**src/rtl/ex_div_pkg.sv**
```systemverilog
// Shared definitions for the EX-stage divider: FSM encodings, handshake levels
// and result bus width.
package ex_div_pkg;

    typedef enum logic [1:0] {
        DivFree   = 2'b00,
        DivByZero = 2'b01,
        DivOn     = 2'b10,
        DivEnd    = 2'b11
    } div_state_e;

    localparam logic        DivResultReady    = 1'b1;
    localparam logic        DivResultNotReady = 1'b0;
    localparam logic        DivStart          = 1'b1;
    localparam logic        DivStop           = 1'b0;
    localparam int unsigned DivResW           = 64;

    function automatic logic [31:0] abs32(input logic [31:0] v);
        return v[31] ? (32'd0 - v) : v;
    endfunction

endpackage

```
**src/rtl/ex_div.sv**
```systemverilog
// Multi-cycle restoring divider for the EX stage: DIV/DIVU, 32 steps,
// result {remainder, quotient} with a start/ready handshake.
module ex_div
    import ex_div_pkg::*;
(
    input  logic               clk,
    input  logic               rst,
    input  logic               signed_div_i,
    input  logic [31:0]        opdata1_i,
    input  logic [31:0]        opdata2_i,
    input  logic               start_i,
    input  logic               annul_i,
    output logic [DivResW-1:0] result_o,
    output logic               ready_o
);

    div_state_e         r_state;
    div_state_e         w_state_nxt;
    logic [4:0]         r_cnt;
    logic [4:0]         w_cnt_nxt;
    logic [31:0]        r_rem;
    logic [31:0]        w_rem_nxt;
    logic [31:0]        r_quo;
    logic [31:0]        w_quo_nxt;
    logic [31:0]        r_dvsr;
    logic [31:0]        w_dvsr_nxt;
    logic               r_neg_q;
    logic               w_neg_q_nxt;
    logic               r_neg_r;
    logic               w_neg_r_nxt;
    logic [DivResW-1:0] r_result;
    logic [DivResW-1:0] w_result_nxt;
    logic               r_ready;
    logic               w_ready_nxt;

    logic [32:0]        w_partial;
    logic [32:0]        w_diff;
    logic [31:0]        w_step_rem;
    logic [31:0]        w_step_quo;

    // Remainder stays below the divisor, so the 33-bit difference never
    // overflows and bit 32 is its sign.
    always_comb begin
        w_partial  = {r_rem, r_quo[31]};
        w_diff     = w_partial - {1'b0, r_dvsr};
        w_step_rem = w_diff[32] ? w_partial[31:0] : w_diff[31:0];
        w_step_quo = {r_quo[30:0], ~w_diff[32]};
    end

    always_comb begin
        w_state_nxt  = r_state;
        w_cnt_nxt    = r_cnt;
        w_rem_nxt    = r_rem;
        w_quo_nxt    = r_quo;
        w_dvsr_nxt   = r_dvsr;
        w_neg_q_nxt  = r_neg_q;
        w_neg_r_nxt  = r_neg_r;
        w_result_nxt = r_result;
        w_ready_nxt  = r_ready;

        unique case (r_state)
            DivFree: begin
                w_ready_nxt  = DivResultNotReady;
                w_result_nxt = '0;
                if (start_i == DivStart && !annul_i) begin
                    if (opdata2_i == 32'd0) begin
                        w_state_nxt = DivByZero;
                    end else begin
                        w_state_nxt = DivOn;
                        w_cnt_nxt   = 5'd0;
                        w_rem_nxt   = 32'd0;
                        w_quo_nxt   = signed_div_i ? abs32(opdata1_i) : opdata1_i;
                        w_dvsr_nxt  = signed_div_i ? abs32(opdata2_i) : opdata2_i;
                        w_neg_q_nxt = signed_div_i & (opdata1_i[31] ^ opdata2_i[31]);
                        w_neg_r_nxt = signed_div_i & opdata1_i[31];
                    end
                end
            end
            DivByZero: begin
                if (annul_i) begin
                    w_state_nxt = DivFree;
                end else begin
                    w_state_nxt = DivEnd;
                    w_rem_nxt   = 32'd0;
                    w_quo_nxt   = 32'd0;
                end
            end
            DivOn: begin
                if (annul_i) begin
                    w_state_nxt = DivFree;
                end else begin
                    w_rem_nxt = w_step_rem;
                    w_quo_nxt = w_step_quo;
                    w_cnt_nxt = r_cnt + 5'd1;
                    // Last step also applies the sign correction.
                    if (r_cnt == 5'd31) begin
                        w_state_nxt = DivEnd;
                        w_cnt_nxt   = 5'd0;
                        w_quo_nxt   = r_neg_q ? (32'd0 - w_step_quo) : w_step_quo;
                        w_rem_nxt   = r_neg_r ? (32'd0 - w_step_rem) : w_step_rem;
                    end
                end
            end
            DivEnd: begin
                if (start_i == DivStart) begin
                    w_ready_nxt  = DivResultReady;
                    w_result_nxt = {r_rem, r_quo};
                end else begin
                    w_state_nxt  = DivFree;
                    w_ready_nxt  = DivResultNotReady;
                    w_result_nxt = '0;
                end
            end
            default: w_state_nxt = DivFree;
        endcase
    end

    always_ff @(posedge clk or negedge rst) begin
        if (!rst) begin
            r_state  <= DivFree;
            r_cnt    <= 5'd0;
            r_rem    <= 32'd0;
            r_quo    <= 32'd0;
            r_dvsr   <= 32'd0;
            r_neg_q  <= 1'b0;
            r_neg_r  <= 1'b0;
            r_result <= '0;
            r_ready  <= DivResultNotReady;
        end else begin
            r_state  <= w_state_nxt;
            r_cnt    <= w_cnt_nxt;
            r_rem    <= w_rem_nxt;
            r_quo    <= w_quo_nxt;
            r_dvsr   <= w_dvsr_nxt;
            r_neg_q  <= w_neg_q_nxt;
            r_neg_r  <= w_neg_r_nxt;
            r_result <= w_result_nxt;
            r_ready  <= w_ready_nxt;
        end
    end

    assign result_o = r_result;
    assign ready_o  = r_ready;

endmodule

```
**config.mk**
```make
export PLATFORM = sky130hd
export DESIGN_NAME = ex_div
export DESIGN_NICKNAME = d
export VERILOG_FILES = /design/src/rtl/ex_div_pkg.sv /design/src/rtl/ex_div.sv
export SDC_FILE = /design/constraint.sdc
export NUM_CORES = 1
export LEC_CHECK = 0
export BUFFER_PORTS_ARGS = -buffer_cell sky130_fd_sc_hd__buf_2
export CORE_ASPECT_RATIO = 2
export CORE_MARGIN = 2
export CORE_UTILIZATION = 54
export DETAILED_ROUTE_END_ITERATION = 16
export PLACE_DENSITY = 0.76
export SLEW_MARGIN = 20
export SYNTH_ARGS = -nofsm -noshare
export SYNTH_HDL_FRONTEND = slang
export SYNTH_SLANG_ARGS = --single-unit
```
**constraint.sdc**
```tcl
create_clock -name clk -period 4.3 [get_ports clk]
set_input_delay 0.215 -clock clk [delete_from_list [all_inputs] [get_ports clk]]
set_output_delay 0.215 -clock clk [all_outputs]
set_load 0.1 [all_outputs]
```
==> impl_metrics.json <==
{
  "synth_common_cells": "170 x dfrtp_1, 136 x nor2_1, 123 x a21oi_1, 119 x nand2_1, 93 x o21ai_0",
  "fin_worst_hold_slack_ns": 0.0702,
  "cts.sinks": 170,
  "slew_headroom_pct": 36.0,
  "grt_usage_pct": 36.8,
  "outcome": "finished, final reports clean",
  "core_area_um2": 22200,
  "io_pins": 134,
  "synthDistinctLibCells": 74,
  "syn_avg_cell_area_um2": 8.44,
  "pwr-share-comb_pct": 64.3,
  "synthArstFlopShare_pct": 100,
  "finalSetupViolCount": 0,
  "hold_viol_final": 0,
  "htree_levels": 4,
  "swShare_pct": 53.0,
  "rsz0062_at_grt": "no",
  "drt_iter0_drc": 785,
  "crit_path_start_kind": "flop",
  "yosys-top-cells-area": "dfrtp_1 35%, xnor2_1 5.6%, a21oi_1 5.1%",
  "arrival_ns": 4.43,
  "syn_nets": 1554,
  "setup-tns-final_ns": 0,
  "grt_pass1_vias": 12400,
  "min_path_type": "in -> reg",
  "die_h_um": 216,
  "root_buffer": "clkbuf_16",
  "p_per_area_nw_per_um2": 818,
  "cts_tree": "yes",
  "seqPwrFrac_pct": 22.3,
  "vias_per_cell": 6.41,
  "dp_hpwl_mm": 32.5,
  "setup_slack_ns": 0.219,
  "die_w_um": 110,
  "drive_above_1_share_pct": 18.6,
  "path_class": "reg -> reg",
  "rows": 77,
  "grt_max_degree": 101,
  "clkTransAtPathRegs_ns": 0.07,
  "clk_latency_ns": 0.47,
  "min_period_ns": 4.08,
  "fin_crit_sh_pct": 94.9,
  "pre_cts_ws_ns": 0.0651,
  "yosysSeqAreaShare_pct": 34.9,
  "cp.required_ns": 4.65,
  "routabilityCongestion": 1.05,
  "start_util_pct": 54.9,
  "max_freq_ghz": 0.245,
  "synth_edf_count": 0,
  "n_antenna_cell": 0,
  "placedCellCount": 1861,
  "cap_violations": 0,
  "ir_drop_mv": 0.686,
  "crit_start": "r_quo[31]",
  "endpoint_kind": "flop",
  "synth.most_common_cell": "dfrtp_1",
  "r2r-end": "r_quo[30]",
  "instances_no_fill": 1900,
  "via_count": 12200,
  "worst-slew-pin-transition_ns": 0.952,
  "synth_ff_type": "dfrtp_1",
  "synth_cells": 1442,
  "layout.nets": 1723,
  "reg2reg_from": "r_quo[31]",
  "r2r_slack_ns": 0.22,
  "crit_fanout": 6,
  "ys_warn_count": 0,
  "area_delta_synth_final_pct": 18.2,
  "switchingPower_w": 0.00625,
  "grt.overflow.total": 0,
  "dieArea_um2": 23800,
  "ant_nets": 0,
  "antenna_found_initial": 0,
  "leakage_nw": 6.61,
  "first_pass_iters": 5,
  "numCtsBuffers": 17,
  "hold_depth": 3,
  "finClkSkew_ns": 0.00990,
  "wl_mm": 42.5,
  "synth_area_um2": 12200,
  "synth_top_area_share_pct": 34.9,
  "remaining_drc_errors": 0,
  "r2r_cells": 21,
  "grt_pass1_wl_mm": 65.9,
  "intPower_w": 0.00553,
  "wire_per_inst_um": 22.4,
  "synth_seq_cells": 170,
  "io_buffers": 133,
  "p_clk_share_pct": 13.4,
  "yosys.area.top_type": "dfrtp_1",
  "cts_max_path_buffers": 2,
  "crit_end": "r_quo[30]",
  "maxSlewViolCount": 0
}
-- repair_timing --
action                                 4_1_cts  5_1_grt
endpoints found under the hold margin       70        0
hold buffers                                 1        0
setup endpoints to repair                    0       20
resized for setup                            0       18
setup buffers                                0        6
-- power by group through the flow --
stage | clock network, W | registers [W] | logic (W)
6_report | 0.00158 | 0.00263 | 0.00757
5_1_grt | 0.00166 | 0.00268 | 0.00810
3_3_place_gp | 0 | 0.00262 | 0.00724
4_1_cts | 0.00159 | 0.00261 | 0.00737
3_5_place_dp | 0 | 0.00264 | 0.00732
2_1_floorplan | 0 | 0.00335 | 0.00443
-- sequential cells by signal, indices dropped and copies added (netlist names) --
| name | flops |
|---|---|
| result_o | 64 |
| r_dvsr | 32 |
| r_quo | 32 |
| r_rem | 32 |
| r_cnt | 5 |
| r_state | 2 |
| r_neg_q | 1 |
| r_neg_r | 1 |
| ready_o | 1 |
-- logic make-up (layout without fill, tap and decap cells) --
group                    count (synthesis)  in the layout  share of synthesized area (%)
adder cells (fa/ha/maj)                 43             43                           4.48
buffers and inverters                  147            329                           4.70
flip-flops                             170            170                           34.9
XOR/XNOR                               135            135                           9.71
AND/OR/NAND/NOR                        436            436                           16.9
AO/OA/AOI/OAI                          478            478                           26.5
multiplexers                            33             33                           2.73
-- critical path, cell delays in order, from the launching register on --
cell and delay, ns:
dfrtp_1 0.40, inv_1 0.09, ha_2 0.20, fa_2 0.23, nand2b_4 0.15, a211oi_4 0.07, o21a_1 0.24, o211a_1 0.29
or3_4 0.40, and2_4 0.19, inv_6 0.07, buf_4 0.14, ha_2 0.18, nand2b_1 0.08, nor2_2 0.17, nand2_4 0.11
nor2_1 0.15, and2_1 0.22, a21oi_1 0.11, xnor2_1 0.19, o221ai_1 0.15, o21a_1 0.15
-- worst min-delay path by stage --
stage | slack, ns | to | from
final | 0.07 | r_dvsr[31] | opdata2_i[31]
after global routing | 0.11 | r_dvsr[26] | opdata2_i[26]
after CTS | 0.06 | r_dvsr[31] | opdata2_i[31]
after detailed placement | 0.27 | result_o[18] | rst
after global placement | 0.27 | result_o[18] | rst
after floorplan | -0.08 | r_cnt[0] | rst
-- per-stage QoR --
stage | area [um^2] | power [W] | utilization (%)
global placement | 13700 | 0.00986 | 61.7
floorplan | 12300 | 0.00779 | -
finish | 14400 | 0.0118 | 65.0
detailed placement | 13700 | 0.00996 | 61.7
global route | 14400 | 0.0124 | 65.0
CTS | 14300 | 0.0116 | 64.4
-- per-layer routing --
layer	global-route usage, %	wire length (um)	vias to the layer above
li1	-	-	5580
met1	35.8	13700	5819
met2	62.8	21800	547
met3	7.04	2200	230
met4	34.1	4750	0
met5	0	0	-
-- cell usage in the layout (no fill, tap or decap), types with 10 or more instances in the layout --
cell         n
a21oi_1    119
a21o_1      18
o22ai_1     10
nor4_1      18
a31oi_1     21
nand4_1     15
dfrtp_1    170
xor2_1      57
nor3_1      36
buf_2      132
o21a_1      24
clkbuf_16   17
o21ai_0     92
buf_4       97
and2_1      15
o31ai_1     24
ha_1        36
nand2_1    118
o41ai_1     10
inv_1       63
and3_1      11
mux2i_1     31
nand2b_1    14
nor2_1     134
o221ai_1    19
xnor2_1     78
a211oi_1    11
a22o_1      65
nand3_1     25
-- area by class of cell --
cell class              count  area, um^2
multi-input cells        1125        7510
inverters                  64         245
fillers                  1995        7760
repair buffers            233        1450
well taps                 276         345
clock inverters            14         154
clock buffers              18         439
flip-flops and latches    170        4250
Power figures use the tool's default switching activity.
